File: src/rtl/tcdm_arb_pkg.sv
// Shared constants, types and helpers for the TCDM round-robin arbiter.
//   id_width()  : bits needed to name one requester port (never less than 1)
//   tcdm_req_t  : one TCDM request (address, read/write, byte enables, write data)
//                 at the default widths
package tcdm_arb_pkg;

    localparam int unsigned DefNPorts         = 4;
    localparam int unsigned DefAddrW          = 32;
    localparam int unsigned DefDataW          = 32;
    localparam int unsigned DefMaxOutstanding = 2;

    function automatic int unsigned id_width(input int unsigned n_ports);
        int unsigned w;
        w = $clog2(n_ports);
        return (w < 1) ? 1 : w;
    endfunction

    typedef struct packed {
        logic [DefAddrW-1:0]   add;
        logic                  wen;   // 1 = read, 0 = write
        logic [DefDataW/8-1:0] be;
        logic [DefDataW-1:0]   data;
    } tcdm_req_t;

endpackage

File: src/rtl/tcdm_rr_arbiter_if.sv
// Bus bundle between N_PORTS TCDM requesters, the arbiter and one TCDM memory port.
//   in_*  : requester side (request, grant, fields, routed response)
//   out_* : memory side (request, grant, fields, response)
// Modports: slave = the arbiter, master = whatever drives the requesters and the memory.
interface tcdm_rr_arbiter_if #(
    parameter int unsigned N_PORTS = tcdm_arb_pkg::DefNPorts,
    parameter int unsigned ADDR_W  = tcdm_arb_pkg::DefAddrW,
    parameter int unsigned DATA_W  = tcdm_arb_pkg::DefDataW
);
    localparam int unsigned BeW = DATA_W / 8;

    logic [N_PORTS-1:0]             in_req_i;
    logic [N_PORTS-1:0]             in_gnt_o;
    logic [N_PORTS-1:0][ADDR_W-1:0] in_add_i;
    logic [N_PORTS-1:0]             in_wen_i;
    logic [N_PORTS-1:0][BeW-1:0]    in_be_i;
    logic [N_PORTS-1:0][DATA_W-1:0] in_data_i;
    logic [N_PORTS-1:0]             in_r_valid_o;
    logic [DATA_W-1:0]              in_r_data_o;

    logic                           out_req_o;
    logic                           out_gnt_i;
    logic [ADDR_W-1:0]              out_add_o;
    logic                           out_wen_o;
    logic [BeW-1:0]                 out_be_o;
    logic [DATA_W-1:0]              out_data_o;
    logic                           out_r_valid_i;
    logic [DATA_W-1:0]              out_r_data_i;

    modport slave (
        input  in_req_i, in_add_i, in_wen_i, in_be_i, in_data_i,
        output in_gnt_o, in_r_valid_o, in_r_data_o,
        output out_req_o, out_add_o, out_wen_o, out_be_o, out_data_o,
        input  out_gnt_i, out_r_valid_i, out_r_data_i
    );

    modport master (
        output in_req_i, in_add_i, in_wen_i, in_be_i, in_data_i,
        input  in_gnt_o, in_r_valid_o, in_r_data_o,
        input  out_req_o, out_add_o, out_wen_o, out_be_o, out_data_o,
        output out_gnt_i, out_r_valid_i, out_r_data_i
    );

endinterface

File: src/rtl/tcdm_arb_id_fifo.sv
// In-order FIFO of requester IDs for granted-but-unanswered transactions.
//   clk_i, rst_i : clock, asynchronous active-high reset (empties the FIFO)
//   push_i       : write push_id_i (ignored when full)
//   pop_i        : drop head_o (ignored when empty)
//   head_o       : oldest ID; only meaningful while not empty
//   full_o, empty_o, count_o : registered occupancy
module tcdm_arb_id_fifo #(
    parameter int unsigned Width = 2,
    parameter int unsigned Depth = 2,
    localparam int unsigned CntW = $clog2(Depth + 1)
) (
    input  logic             clk_i,
    input  logic             rst_i,
    input  logic             push_i,
    input  logic [Width-1:0] push_id_i,
    input  logic             pop_i,
    output logic [Width-1:0] head_o,
    output logic             full_o,
    output logic             empty_o,
    output logic [CntW-1:0]  count_o
);

    localparam int unsigned PtrW = (Depth > 1) ? $clog2(Depth) : 1;

    logic [Width-1:0] mem_q [Depth];
    logic [PtrW-1:0]  wr_ptr_q, rd_ptr_q;
    logic [CntW-1:0]  cnt_q;
    logic             push_en, pop_en;

    // Pointers wrap explicitly so Depth need not be a power of two.
    function automatic logic [PtrW-1:0] ptr_incr(input logic [PtrW-1:0] p);
        return (p == PtrW'(Depth - 1)) ? '0 : p + 1'b1;
    endfunction

    assign full_o  = (cnt_q == CntW'(Depth));
    assign empty_o = (cnt_q == '0);
    assign count_o = cnt_q;
    assign head_o  = mem_q[rd_ptr_q];

    assign push_en = push_i & ~full_o;
    assign pop_en  = pop_i & ~empty_o;

    always_ff @(posedge clk_i or posedge rst_i) begin
        if (rst_i) begin
            wr_ptr_q <= '0;
            rd_ptr_q <= '0;
            cnt_q    <= '0;
        end else begin
            if (push_en) wr_ptr_q <= ptr_incr(wr_ptr_q);
            if (pop_en)  rd_ptr_q <= ptr_incr(rd_ptr_q);
            if (push_en && !pop_en) begin
                cnt_q <= cnt_q + 1'b1;
            end else if (pop_en && !push_en) begin
                cnt_q <= cnt_q - 1'b1;
            end
        end
    end

    // Storage needs no reset: entries are only read between push and pop.
    always_ff @(posedge clk_i) begin
        if (push_en) mem_q[wr_ptr_q] <= push_id_i;
    end

endmodule

File: src/rtl/tcdm_rr_arbiter.sv
// Round-robin, work-conserving arbiter sharing one TCDM memory port among N_PORTS
// requesters. Grants in the request cycle; responses come back in order and are
// routed to their originator through an ID FIFO.
//   clk_i, rst_i  : clock, asynchronous active-high reset
//   bus_io        : requester side and memory side of the TCDM bus
//   outstanding_o : registered count of granted-but-unanswered transactions
//   err_o         : sticky; a response arrived with nothing outstanding
module tcdm_rr_arbiter import tcdm_arb_pkg::*; #(
    parameter int unsigned N_PORTS         = DefNPorts,
    parameter int unsigned ADDR_W          = DefAddrW,
    parameter int unsigned DATA_W          = DefDataW,
    parameter int unsigned MAX_OUTSTANDING = DefMaxOutstanding,
    localparam int unsigned CntW           = $clog2(MAX_OUTSTANDING + 1)
) (
    input  logic               clk_i,
    input  logic               rst_i,
    tcdm_rr_arbiter_if.slave   bus_io,
    output logic [CntW-1:0]    outstanding_o,
    output logic               err_o
);

    localparam int unsigned IdW = id_width(N_PORTS);
    localparam int unsigned BeW = DATA_W / 8;

    typedef struct packed {
        logic [ADDR_W-1:0] add;
        logic              wen;
        logic [BeW-1:0]    be;
        logic [DATA_W-1:0] data;
    } req_t;

    logic [IdW-1:0] ptr_q, ptr_d;
    logic [IdW-1:0] winner;
    logic [IdW-1:0] head;
    logic           fifo_full, fifo_empty;
    logic           out_req, handshake, pop;
    logic           err_q;
    req_t           win_req;

    // First requester at or above the pointer, wrapping around.
    always_comb begin
        int unsigned idx;
        logic        found;
        idx    = 0;
        found  = 1'b0;
        winner = ptr_q;
        for (int unsigned i = 0; i < N_PORTS; i++) begin
            idx = (32'(ptr_q) + i) % N_PORTS;
            if (!found && bus_io.in_req_i[idx]) begin
                found  = 1'b1;
                winner = IdW'(idx);
            end
        end
    end

    // Full is judged on registered occupancy, so a same-cycle response never
    // opens a path from out_r_valid_i to out_req_o.
    assign out_req   = (|bus_io.in_req_i) & ~fifo_full & ~rst_i;
    assign handshake = out_req & bus_io.out_gnt_i;
    assign pop       = bus_io.out_r_valid_i & ~fifo_empty & ~rst_i;

    always_comb begin
        win_req = '0;
        if (out_req) begin
            win_req.add  = bus_io.in_add_i[winner];
            win_req.wen  = bus_io.in_wen_i[winner];
            win_req.be   = bus_io.in_be_i[winner];
            win_req.data = bus_io.in_data_i[winner];
        end
    end

    assign bus_io.out_req_o  = out_req;
    assign bus_io.out_add_o  = win_req.add;
    assign bus_io.out_wen_o  = win_req.wen;
    assign bus_io.out_be_o   = win_req.be;
    assign bus_io.out_data_o = win_req.data;

    always_comb begin
        bus_io.in_gnt_o = '0;
        if (handshake) bus_io.in_gnt_o[winner] = 1'b1;
    end

    always_comb begin
        bus_io.in_r_valid_o = '0;
        if (pop) bus_io.in_r_valid_o[head] = 1'b1;
    end

    assign bus_io.in_r_data_o = bus_io.out_r_data_i;

    always_comb begin
        ptr_d = ptr_q;
        if (handshake) begin
            ptr_d = (winner == IdW'(N_PORTS - 1)) ? '0 : winner + 1'b1;
        end
    end

    always_ff @(posedge clk_i or posedge rst_i) begin
        if (rst_i) begin
            ptr_q <= '0;
            err_q <= 1'b0;
        end else begin
            ptr_q <= ptr_d;
            if (bus_io.out_r_valid_i && fifo_empty) err_q <= 1'b1;
        end
    end

    assign err_o = err_q;

    tcdm_arb_id_fifo #(
        .Width (IdW),
        .Depth (MAX_OUTSTANDING)
    ) u_id_fifo (
        .clk_i     (clk_i),
        .rst_i     (rst_i),
        .push_i    (handshake),
        .push_id_i (winner),
        .pop_i     (pop),
        .head_o    (head),
        .full_o    (fifo_full),
        .empty_o   (fifo_empty),
        .count_o   (outstanding_o)
    );

endmodule

File: src/flat_wrapper.sv
// flat-port wrapper written by rule: the top's interface ports become plain ports
module tcdm_rr_arbiter_flat import tcdm_arb_pkg::*;
#(
    parameter int unsigned N_PORTS         = DefNPorts,
    parameter int unsigned ADDR_W          = DefAddrW,
    parameter int unsigned DATA_W          = DefDataW,
    parameter int unsigned MAX_OUTSTANDING = DefMaxOutstanding,
    localparam int unsigned CntW           = $clog2(MAX_OUTSTANDING + 1)
)
  (clk_i, rst_i, outstanding_o, err_o, bus_io_in_req_i, bus_io_in_add_i, bus_io_in_wen_i, bus_io_in_be_i, bus_io_in_data_i, bus_io_in_gnt_o, bus_io_in_r_valid_o, bus_io_in_r_data_o, bus_io_out_req_o, bus_io_out_add_o, bus_io_out_wen_o, bus_io_out_be_o, bus_io_out_data_o, bus_io_out_gnt_i, bus_io_out_r_valid_i, bus_io_out_r_data_i);
  tcdm_rr_arbiter_if #(.N_PORTS(N_PORTS), .ADDR_W(ADDR_W), .DATA_W(DATA_W)) bus_io_i ();
  input  logic clk_i;
  input  logic rst_i;
  output logic [CntW-1:0] outstanding_o;
  output logic err_o;
  input wire logic [$bits(bus_io_i.in_req_i)-1:0] bus_io_in_req_i;
  input wire logic [$bits(bus_io_i.in_add_i)-1:0] bus_io_in_add_i;
  input wire logic [$bits(bus_io_i.in_wen_i)-1:0] bus_io_in_wen_i;
  input wire logic [$bits(bus_io_i.in_be_i)-1:0] bus_io_in_be_i;
  input wire logic [$bits(bus_io_i.in_data_i)-1:0] bus_io_in_data_i;
  output wire logic [$bits(bus_io_i.in_gnt_o)-1:0] bus_io_in_gnt_o;
  output wire logic [$bits(bus_io_i.in_r_valid_o)-1:0] bus_io_in_r_valid_o;
  output wire logic [$bits(bus_io_i.in_r_data_o)-1:0] bus_io_in_r_data_o;
  output wire logic [$bits(bus_io_i.out_req_o)-1:0] bus_io_out_req_o;
  output wire logic [$bits(bus_io_i.out_add_o)-1:0] bus_io_out_add_o;
  output wire logic [$bits(bus_io_i.out_wen_o)-1:0] bus_io_out_wen_o;
  output wire logic [$bits(bus_io_i.out_be_o)-1:0] bus_io_out_be_o;
  output wire logic [$bits(bus_io_i.out_data_o)-1:0] bus_io_out_data_o;
  input wire logic [$bits(bus_io_i.out_gnt_i)-1:0] bus_io_out_gnt_i;
  input wire logic [$bits(bus_io_i.out_r_valid_i)-1:0] bus_io_out_r_valid_i;
  input wire logic [$bits(bus_io_i.out_r_data_i)-1:0] bus_io_out_r_data_i;
  assign bus_io_i.in_req_i = bus_io_in_req_i;
  assign bus_io_i.in_add_i = bus_io_in_add_i;
  assign bus_io_i.in_wen_i = bus_io_in_wen_i;
  assign bus_io_i.in_be_i = bus_io_in_be_i;
  assign bus_io_i.in_data_i = bus_io_in_data_i;
  assign bus_io_in_gnt_o = bus_io_i.in_gnt_o;
  assign bus_io_in_r_valid_o = bus_io_i.in_r_valid_o;
  assign bus_io_in_r_data_o = bus_io_i.in_r_data_o;
  assign bus_io_out_req_o = bus_io_i.out_req_o;
  assign bus_io_out_add_o = bus_io_i.out_add_o;
  assign bus_io_out_wen_o = bus_io_i.out_wen_o;
  assign bus_io_out_be_o = bus_io_i.out_be_o;
  assign bus_io_out_data_o = bus_io_i.out_data_o;
  assign bus_io_i.out_gnt_i = bus_io_out_gnt_i;
  assign bus_io_i.out_r_valid_i = bus_io_out_r_valid_i;
  assign bus_io_i.out_r_data_i = bus_io_out_r_data_i;
  tcdm_rr_arbiter #(.N_PORTS(N_PORTS), .ADDR_W(ADDR_W), .DATA_W(DATA_W), .MAX_OUTSTANDING(MAX_OUTSTANDING)) u_core (.clk_i(clk_i), .rst_i(rst_i), .bus_io(bus_io_i), .outstanding_o(outstanding_o), .err_o(err_o));
endmodule
File: config.mk
export PLATFORM = sky130hd
export DESIGN_NAME = tcdm_rr_arbiter_flat
export DESIGN_NICKNAME = d
export VERILOG_FILES = /design/src/rtl/tcdm_arb_pkg.sv /design/src/rtl/tcdm_rr_arbiter_if.sv /design/src/rtl/tcdm_arb_id_fifo.sv /design/src/rtl/tcdm_rr_arbiter.sv /design/src/flat_wrapper.sv
export SDC_FILE = /design/constraint.sdc
export NUM_CORES = 1
export LEC_CHECK = 0
export CELL_PAD_IN_SITES_DETAIL_PLACEMENT = 0
export CELL_PAD_IN_SITES_GLOBAL_PLACEMENT = 1
export CORE_AREA = 5 5 166 168
export CTS_CLUSTER_DIAMETER = 40
export CTS_CLUSTER_SIZE = 12
export DETAILED_ROUTE_END_ITERATION = 10
export DIE_AREA = 0 0 171 173
export GPL_TIMING_DRIVEN = 1
export PLACE_DENSITY_LB_ADDON = 0.1
export SYNTH_ARGS = -nofsm -noshare
export SYNTH_HDL_FRONTEND = slang
export SYNTH_SLANG_ARGS = --single-unit
File: constraint.sdc
create_clock -name clk_i -period 2.1 [get_ports clk_i]
set_input_delay 0.21 -clock clk_i [delete_from_list [all_inputs] [get_ports clk_i]]
set_output_delay 0.21 -clock clk_i [all_outputs]
set_load 0.01 [all_outputs]
==> impl_metrics.env, run 1 <==
export IMPL_path_clk_slew_ns=0.04
export IMPL_period_minus_slack_ns=2.40
export IMPL_peakVddDrop_mv=0.476
export IMPL_core_area_sq_um=25800
export IMPL_path_class="flip-flop to output port"
export IMPL_row_count=59
export IMPL_antenna_found_initial=2
export IMPL_avgViaCountPerCell=4.02
export IMPL_ctsHoldBuffers=0
export IMPL_grt_max_degree=28
export IMPL_cts_sinks=11
export IMPL_ys_warn_count=0
export IMPL_layout_drive_gt1_share=0.316
export IMPL_cts_tree="done"
export IMPL_synth_area_leader_cell="mux2i_1"
export IMPL_grt_pass1_vias=4765
export IMPL_reg2reg_depth=10
export IMPL_synth_avg_cell_area_sq_um=9.32
export IMPL_dr_pass1_iters=4
export IMPL_sequentialPowerShare=0.050
export IMPL_final_common_cell="clkdlybuf4s50_1"
export IMPL_portBuffers=364
export IMPL_hold_ws_ns=0.371
export IMPL_worst_skew_pair_late_latency_ns=0.24
export IMPL_yosys_top_cells_area="mux2i_1 (43%), o22ai_1 (12%), buf_4 (7.7%), buf_12 (5.6%), dfrtp_1 (5.5%)"
export IMPL_p_leak_uw=0.00355
export IMPL_ys_seq_area_frac=0.0921
export IMPL_switching_share=0.395
export IMPL_fp_dieW_microns=171
export IMPL_power_density_nw_per_um2=947
export IMPL_worst_slack_ns=-0.300
export IMPL_p_int_uw=4660
export IMPL_crit_required_ns=1.89
export IMPL_r2r_start="u_core.ptr_q[0]"
export IMPL_hold_viol_final=0
export IMPL_fp_dieH_microns=173
export IMPL_worst_pin_slew_ns=0.294
export IMPL_synth_edf_count=4
export IMPL_grt_pass1_wl_mm=30.6
export IMPL_worstPathCellList="nand2b_4 -> o21ai_4 -> a221oi_4 -> buf_6 -> buf_12 -> buf_6 -> buf_12 -> mux2i_2 -> o22ai_1 -> buf_2"
export IMPL_gp_congestion=0.846
export IMPL_maxCapViolCount=0
export IMPL_period_share=1.14
export IMPL_cts_max_path_buffers=2
export IMPL_ant_nets=0
export IMPL_rsz0062_at_grt="yes"
export IMPL_worstSetupStartpointType="flip-flop"
export IMPL_relSlewSlack=0.804
export IMPL_hpwl_mm=17.3
export IMPL_syn_to_final_growth_pct=154
export IMPL_ys_seq_elements=11
export IMPL_fillers=2732
export IMPL_cts_htree_levels=1
export IMPL_grtUsageTotal=0.134
export IMPL_critPathBufInv=5
export IMPL_die_area_sq_um=29600
export IMPL_cts_buffers=3
export IMPL_violations="setup timing"
export IMPL_cp_max_fo=8
export IMPL_outcome="finished with violations"
export IMPL_final_cell_mix="clkdlybuf4s50_1 (285), mux2i_1 (113), buf_2 (63), o22ai_1 (57), buf_4 (45)"
export IMPL_syn_inst=344
export IMPL_root_buffer="clkbuf_16"
export IMPL_io_pins=429
export IMPL_initial_core_util=0.124
export IMPL_comb_power_share=0.905
export IMPL_cp_depth=10
export IMPL_drc=0
export IMPL_synth_distinct_cells=41
export IMPL_reg2reg_to="u_core.ptr_q[1]"
export IMPL_wirelength_mm=21.9
export IMPL_critPathSlowestCell="dfrtp_1"
export IMPL_p_clk_frac=0.045
export IMPL_insertedDiodeCount=0
export IMPL_p_sw_uw=3050
export IMPL_synth_top_area_frac=0.431
export IMPL_r2r_setup_slack_ns=0.16
export IMPL_cp_end_kind="output port"
export IMPL_final_net_count=1065
export IMPL_cpLargestDelayFamily="buffers and inverters"
export IMPL_async_flop_share=0.636
export IMPL_synth_area_sq_um=3210
export IMPL_synth_nets=665
export IMPL_dr_total_vias=4330
export IMPL_place_ws_ns=-0.807
export IMPL_wl_per_cell_microns=20.4
export IMPL_worst_path_largest_cell_delay_ns=0.39
export IMPL_arrival_ns=2.19
export IMPL_fmax_mhz=417
export IMPL_total_power_uw=7710
export IMPL_finalMaxSlewViolations=0
export IMPL_hold_path_class="primary input to async pin"
export IMPL_skew_ns=0.00268
export IMPL_drt_iter0_markers=136
export IMPL_synth_flop_cell="dfrtp_1"
export IMPL_setup_viol=73
export IMPL_grt_overflow_total=0
==> layout make-up <==
| class | count | area, sq um | area share |
|---|---|---|---|
| clock buffer | 4 | 78.8 | 0.00969 |
| sequential | 11 | 295 | 0.0363 |
| tap | 335 | 419 | 0.0515 |
| inverter | 8 | 37.5 | 0.00461 |
| timing repair buffer | 459 | 4680 | 0.575 |
| multi-input combinational | 261 | 2630 | 0.323 |
==> how the worst max path moves through the flow <==
stage	end	slack (ns)	start
floorplan	u_core.u_id_fifo.count_o[1]	0.17	u_core.u_id_fifo.count_o[0]
detailed placement	bus_io_out_data_o[30]	-0.81	bus_io_in_req_i[2]
global placement	bus_io_out_data_o[30]	-0.79	bus_io_in_req_i[2]
CTS	bus_io_out_data_o[20]	-0.40	u_core.ptr_q[0]
global route	bus_io_out_data_o[11]	-0.45	u_core.ptr_q[0]
finish	bus_io_out_data_o[25]	-0.30	u_core.ptr_q[0]
==> stage by stage <==
step	utilization	instance area (sq um)	TNS (ns)	std cells
5_1_grt	0.316	8140	-25.88	1078
3_5_place_dp	0.279	7180	-54.58	1020
6_report	0.316	8140	-16.36	1078
3_3_place_gp	0.279	7180	-52.09	1020
2_1_floorplan	-	3210	0	344
4_1_cts	0.301	7760	-19.31	1065
==> sequential cells by signal (all words and copies together) (netlist names) <==
| name | cells |
|---|---|
| u_core.u_id_fifo.wr_ptr_q | 1 |
| u_core.u_id_fifo.rd_ptr_q | 1 |
| u_core.u_id_fifo.count_o | 2 |
| u_core.u_id_fifo.mem_q | 4 |
| u_core.err_o | 1 |
| u_core.ptr_q | 2 |
==> metal layers <==
metal  GRT usage  vias up  routed length (microns)
li1            -     2094                        -
met1       0.140     1975                     7750
met2       0.261      237                    11800
met3      0.0425       22                     1990
met4      0.0221        2                      363
met5           0        -                       11
==> kinds of logic (layout without fill, tap and decap cells) <==
kind of cell | count (synthesis) | in the layout | share of synthesized area
compound gates | 82 | 82 | 0.193
mux | 138 | 138 | 0.431
simple gates | 31 | 31 | 0.0574
fa+ha+maj | 5 | 5 | 0.0195
buf+inv | 72 | 471 | 0.194
flops | 11 | 11 | 0.0921
xor+xnor | 5 | 5 | 0.0137
==> tightest hold or removal path, cell delays in order <==
cell	delay [ns]
clkdlybuf4s50_1	0.47
inv_1	0.10
buf_4	0.16
==> what timing repair did <==
action | in CTS | in global routing
setup buffers | 33 | 20
pin swaps | 17 | 36
cloned | 10 | 5
setup endpoints to repair | 75 | 76
resized for setup | 341 | 93
==> power groups by stage <==
stage	combinational (uW)	clock, uW	sequential, uW
after global placement	5410	0	387
after global routing	7430	376	401
final	6970	346	386
after floorplan	3040	0	386
after CTS	6480	357	388
after detailed placement	5440	0	390
==> cell usage after synthesis, types with 2 or more instances <==
cell      count
inv_2         3
dfrtp_1       7
nand2b_1      3
clkbuf_4      5
o22ai_1      59
buf_2        11
edfxtp_1      4
xnor2_1       2
nand2_1       2
buf_6         2
o21ai_0       2
buf_4        33
and3_1        5
nor2_1        8
inv_1         5
o22ai_2      10
mux2i_1     138
xor2_1        3
nand3b_1      2
a21oi_1       4
ha_1          5
buf_8         3
buf_12        9
nand2_2       2
Power figures use the tool's default switching activity.
==> inputs of run 2 (changes only) <==
--- a/config.mk
+++ b/config.mk
@@ -15,4 +15,5 @@
 export GPL_TIMING_DRIVEN = 1
 export PLACE_DENSITY_LB_ADDON = 0.1
+export SKIP_LAST_GASP = 1
 export SYNTH_ARGS = -nofsm -noshare
 export SYNTH_HDL_FRONTEND = slang
==> constraint.sdc (replaced) <==
create_clock -name clk_i -period 2.1 [get_ports clk_i]
set_input_delay 0.21 -clock clk_i [delete_from_list [all_inputs] [get_ports clk_i]]
set_output_delay 0.21 -clock clk_i [all_outputs]
set_load 0.05 [all_outputs]
==> run 2 against run 1 <==
The run still ends with setup timing left. Clock power increased by 2%. Sequential power grew 11%. Setup slack lost 0.025 ns. Global-route usage grew 0.17 points. First-iteration DRC count is 56% lower. Routed wire length decreased by 0.28%. Total power is 62% higher. Hold slack better by 0.0087 ns. Final area is 29% higher. Sequential share of layout area is 0.77 points lower. Critical path depth shrank 3. Combinational power up 68%.
==> impl_metrics.env, run 2 (same netlist as run 1, synthesis figures left out) <==
export IMPL_largest_reg_flops=4
export IMPL_worst_path_largest_cell_delay_ns=0.42
export IMPL_p_int_uw=6630
export IMPL_hold_ws_ns=0.379
export IMPL_initial_core_util=0.124
export IMPL_worstSetupStartpoint="u_core.ptr_q[1]"
export IMPL_p_clk_frac=0.028
export IMPL_root_buffer="clkbuf_16"
export IMPL_period_share=1.15
export IMPL_wirelength_mm=21.9
export IMPL_hpwl_mm=17.8
export IMPL_grt_max_degree=20
export IMPL_sequentialPowerShare=0.034
export IMPL_reg2reg_depth=8
export IMPL_total_power_uw=12500
export IMPL_rsz0062_at_grt="yes"
export IMPL_io_pins=429
export IMPL_relSlewSlack=0.657
export IMPL_power_density_nw_per_um2=1190
export IMPL_violations="setup timing"
export IMPL_maxCapViolCount=0
export IMPL_cts_sinks=11
export IMPL_worstPathCellList="or3b_1 -> o311ai_1 -> o22a_4 -> nand2_8 -> buf_12 -> o22ai_2 -> buf_12"
export IMPL_fmax_mhz=412
export IMPL_reg2reg_to="u_core.ptr_q[1]"
export IMPL_final_net_count=1035
export IMPL_die_area_sq_um=29600
export IMPL_gp_congestion=0.831
export IMPL_row_count=59
export IMPL_cp_end_kind="output port"
export IMPL_dr_pass1_iters=4
export IMPL_drt_iter0_markers=60
export IMPL_fp_dieH_microns=173
export IMPL_comb_power_share=0.938
export IMPL_cts_buffers=3
export IMPL_wl_per_cell_microns=20.8
export IMPL_fillers=2412
export IMPL_antenna_found_initial=4
export IMPL_final_common_cell="clkdlybuf4s50_1"
export IMPL_cp_max_fo=8
export IMPL_ant_nets=0
export IMPL_p_leak_uw=0.00355
export IMPL_hold_viol_final=0
export IMPL_path_clk_slew_ns=0.04
export IMPL_dr_total_vias=4323
export IMPL_crit_end="bus_io_out_data_o[2]"
export IMPL_cts_htree_levels=1
export IMPL_cts_tree="done"
export IMPL_core_area_sq_um=25800
export IMPL_crit_required_ns=1.89
export IMPL_cts_max_path_buffers=2
export IMPL_r2r_start="u_core.ptr_q[1]"
export IMPL_worst_slack_ns=-0.325
export IMPL_critPathSlowestCell="dfrtp_2"
export IMPL_ctsHoldBuffers=0
export IMPL_worstSetupStartpointType="flip-flop"
export IMPL_critPathBufInv=2
export IMPL_peakVddDrop_mv=0.625
export IMPL_avgViaCountPerCell=4.12
export IMPL_switching_share=0.469
export IMPL_fp_dieW_microns=171
export IMPL_p_sw_uw=5860
export IMPL_cpLargestDelayFamily="compound AO/OA/AOI/OAI gates"
export IMPL_final_cell_mix="clkdlybuf4s50_1 (282), mux2i_4 (84), buf_12 (69), o22ai_4 (63), mux2i_2 (41)"
export IMPL_finalMaxSlewViolations=0
export IMPL_arrival_ns=2.21
export IMPL_regMostFlops="u_core.u_id_fifo.mem_q"
export IMPL_r2r_setup_slack_ns=0.20
export IMPL_grtUsageTotal=0.136
export IMPL_path_class="flip-flop to output port"
export IMPL_hold_path_class="primary input to async pin"
export IMPL_portBuffers=364
export IMPL_syn_to_final_growth_pct=227
export IMPL_setup_viol=73
export IMPL_grt_overflow_total=0
export IMPL_cp_depth=7
export IMPL_skew_ns=0.00228
export IMPL_worst_pin_slew_ns=0.512
export IMPL_grt_pass1_wl_mm=31.1
export IMPL_worst_skew_pair_late_latency_ns=0.24
export IMPL_path_common_cell="buf_12"
export IMPL_layout_drive_gt1_share=0.518
export IMPL_period_minus_slack_ns=2.42
export IMPL_grt_pass1_vias=4992
export IMPL_outcome="finished with violations"
export IMPL_drc=0
## run 2: power groups by stage
stage	clock [uW]	sequential (uW)	combinational, uW
finish	352	427	11700
detailed placement	0	426	9370
CTS	367	425	11200
global placement	0	422	9320
global route	376	443	12200
floorplan	0	458	5940
## run 2: repair_timing
| action | 4_1_cts | 5_1_grt |
|---|---|---|
| resized for setup | 203 | 61 |
| endpoints found under the setup margin | 74 | 74 |
| hold endpoints to repair | 0 | 0 |
| buffers inserted | 8 | 2 |
| cloned | 6 | 5 |
| pin swaps | 8 | 1 |
## run 2: tightest hold or removal path, cell delays in order
cell and delay (ns):
clkdlybuf4s50_1 0.48, inv_1 0.10, buf_4 0.17
## run 2: how the worst min path moves through the flow
stage,cells after the start,endpoint
detailed placement,0,bus_io_in_r_data_o[10]
floorplan,1,u_core.err_o
CTS,3,u_core.u_id_fifo.rd_ptr_q
global route,3,u_core.u_id_fifo.rd_ptr_q
global placement,0,bus_io_in_r_data_o[10]
finish,3,u_core.u_id_fifo.rd_ptr_q
## run 2: metrics by stage
stage | util | area [sq um] | std cells | TNS, ns | setup WS, ns
after global placement | 0.336 | 8650 | 1023 | -32.92 | -0.513
after floorplan | - | 4070 | 344 | -22.26 | -0.332
final | 0.407 | 10500 | 1050 | -19.19 | -0.325
after CTS | 0.388 | 9980 | 1041 | -20.75 | -0.326
after global routing | 0.407 | 10500 | 1050 | -26.66 | -0.401
after detailed placement | 0.336 | 8650 | 1023 | -35.92 | -0.540
## run 2: per-layer routing
metal	vias up	global-route usage	routed length (microns)
met4	4	0.0145	173
met5	-	0	21
met1	2028	0.141	7410
met3	16	0.0381	1870
li1	2059	-	-
met2	216	0.273	12400
## run 2: final cells by class
| class | count | area (sq um) | area share |
|---|---|---|---|
| diodes | 2 | 5.00 | 0.000477 |
| clock buffers | 3 | 75.1 | 0.00716 |
| clock inverters | 1 | 5.00 | 0.000477 |
| inverters | 8 | 32.5 | 0.00310 |
| multi-input cells | 262 | 4440 | 0.423 |
| flip-flops and latches | 11 | 300 | 0.0286 |
| well taps | 335 | 419 | 0.0400 |
| repair buffers | 428 | 5210 | 0.497 |
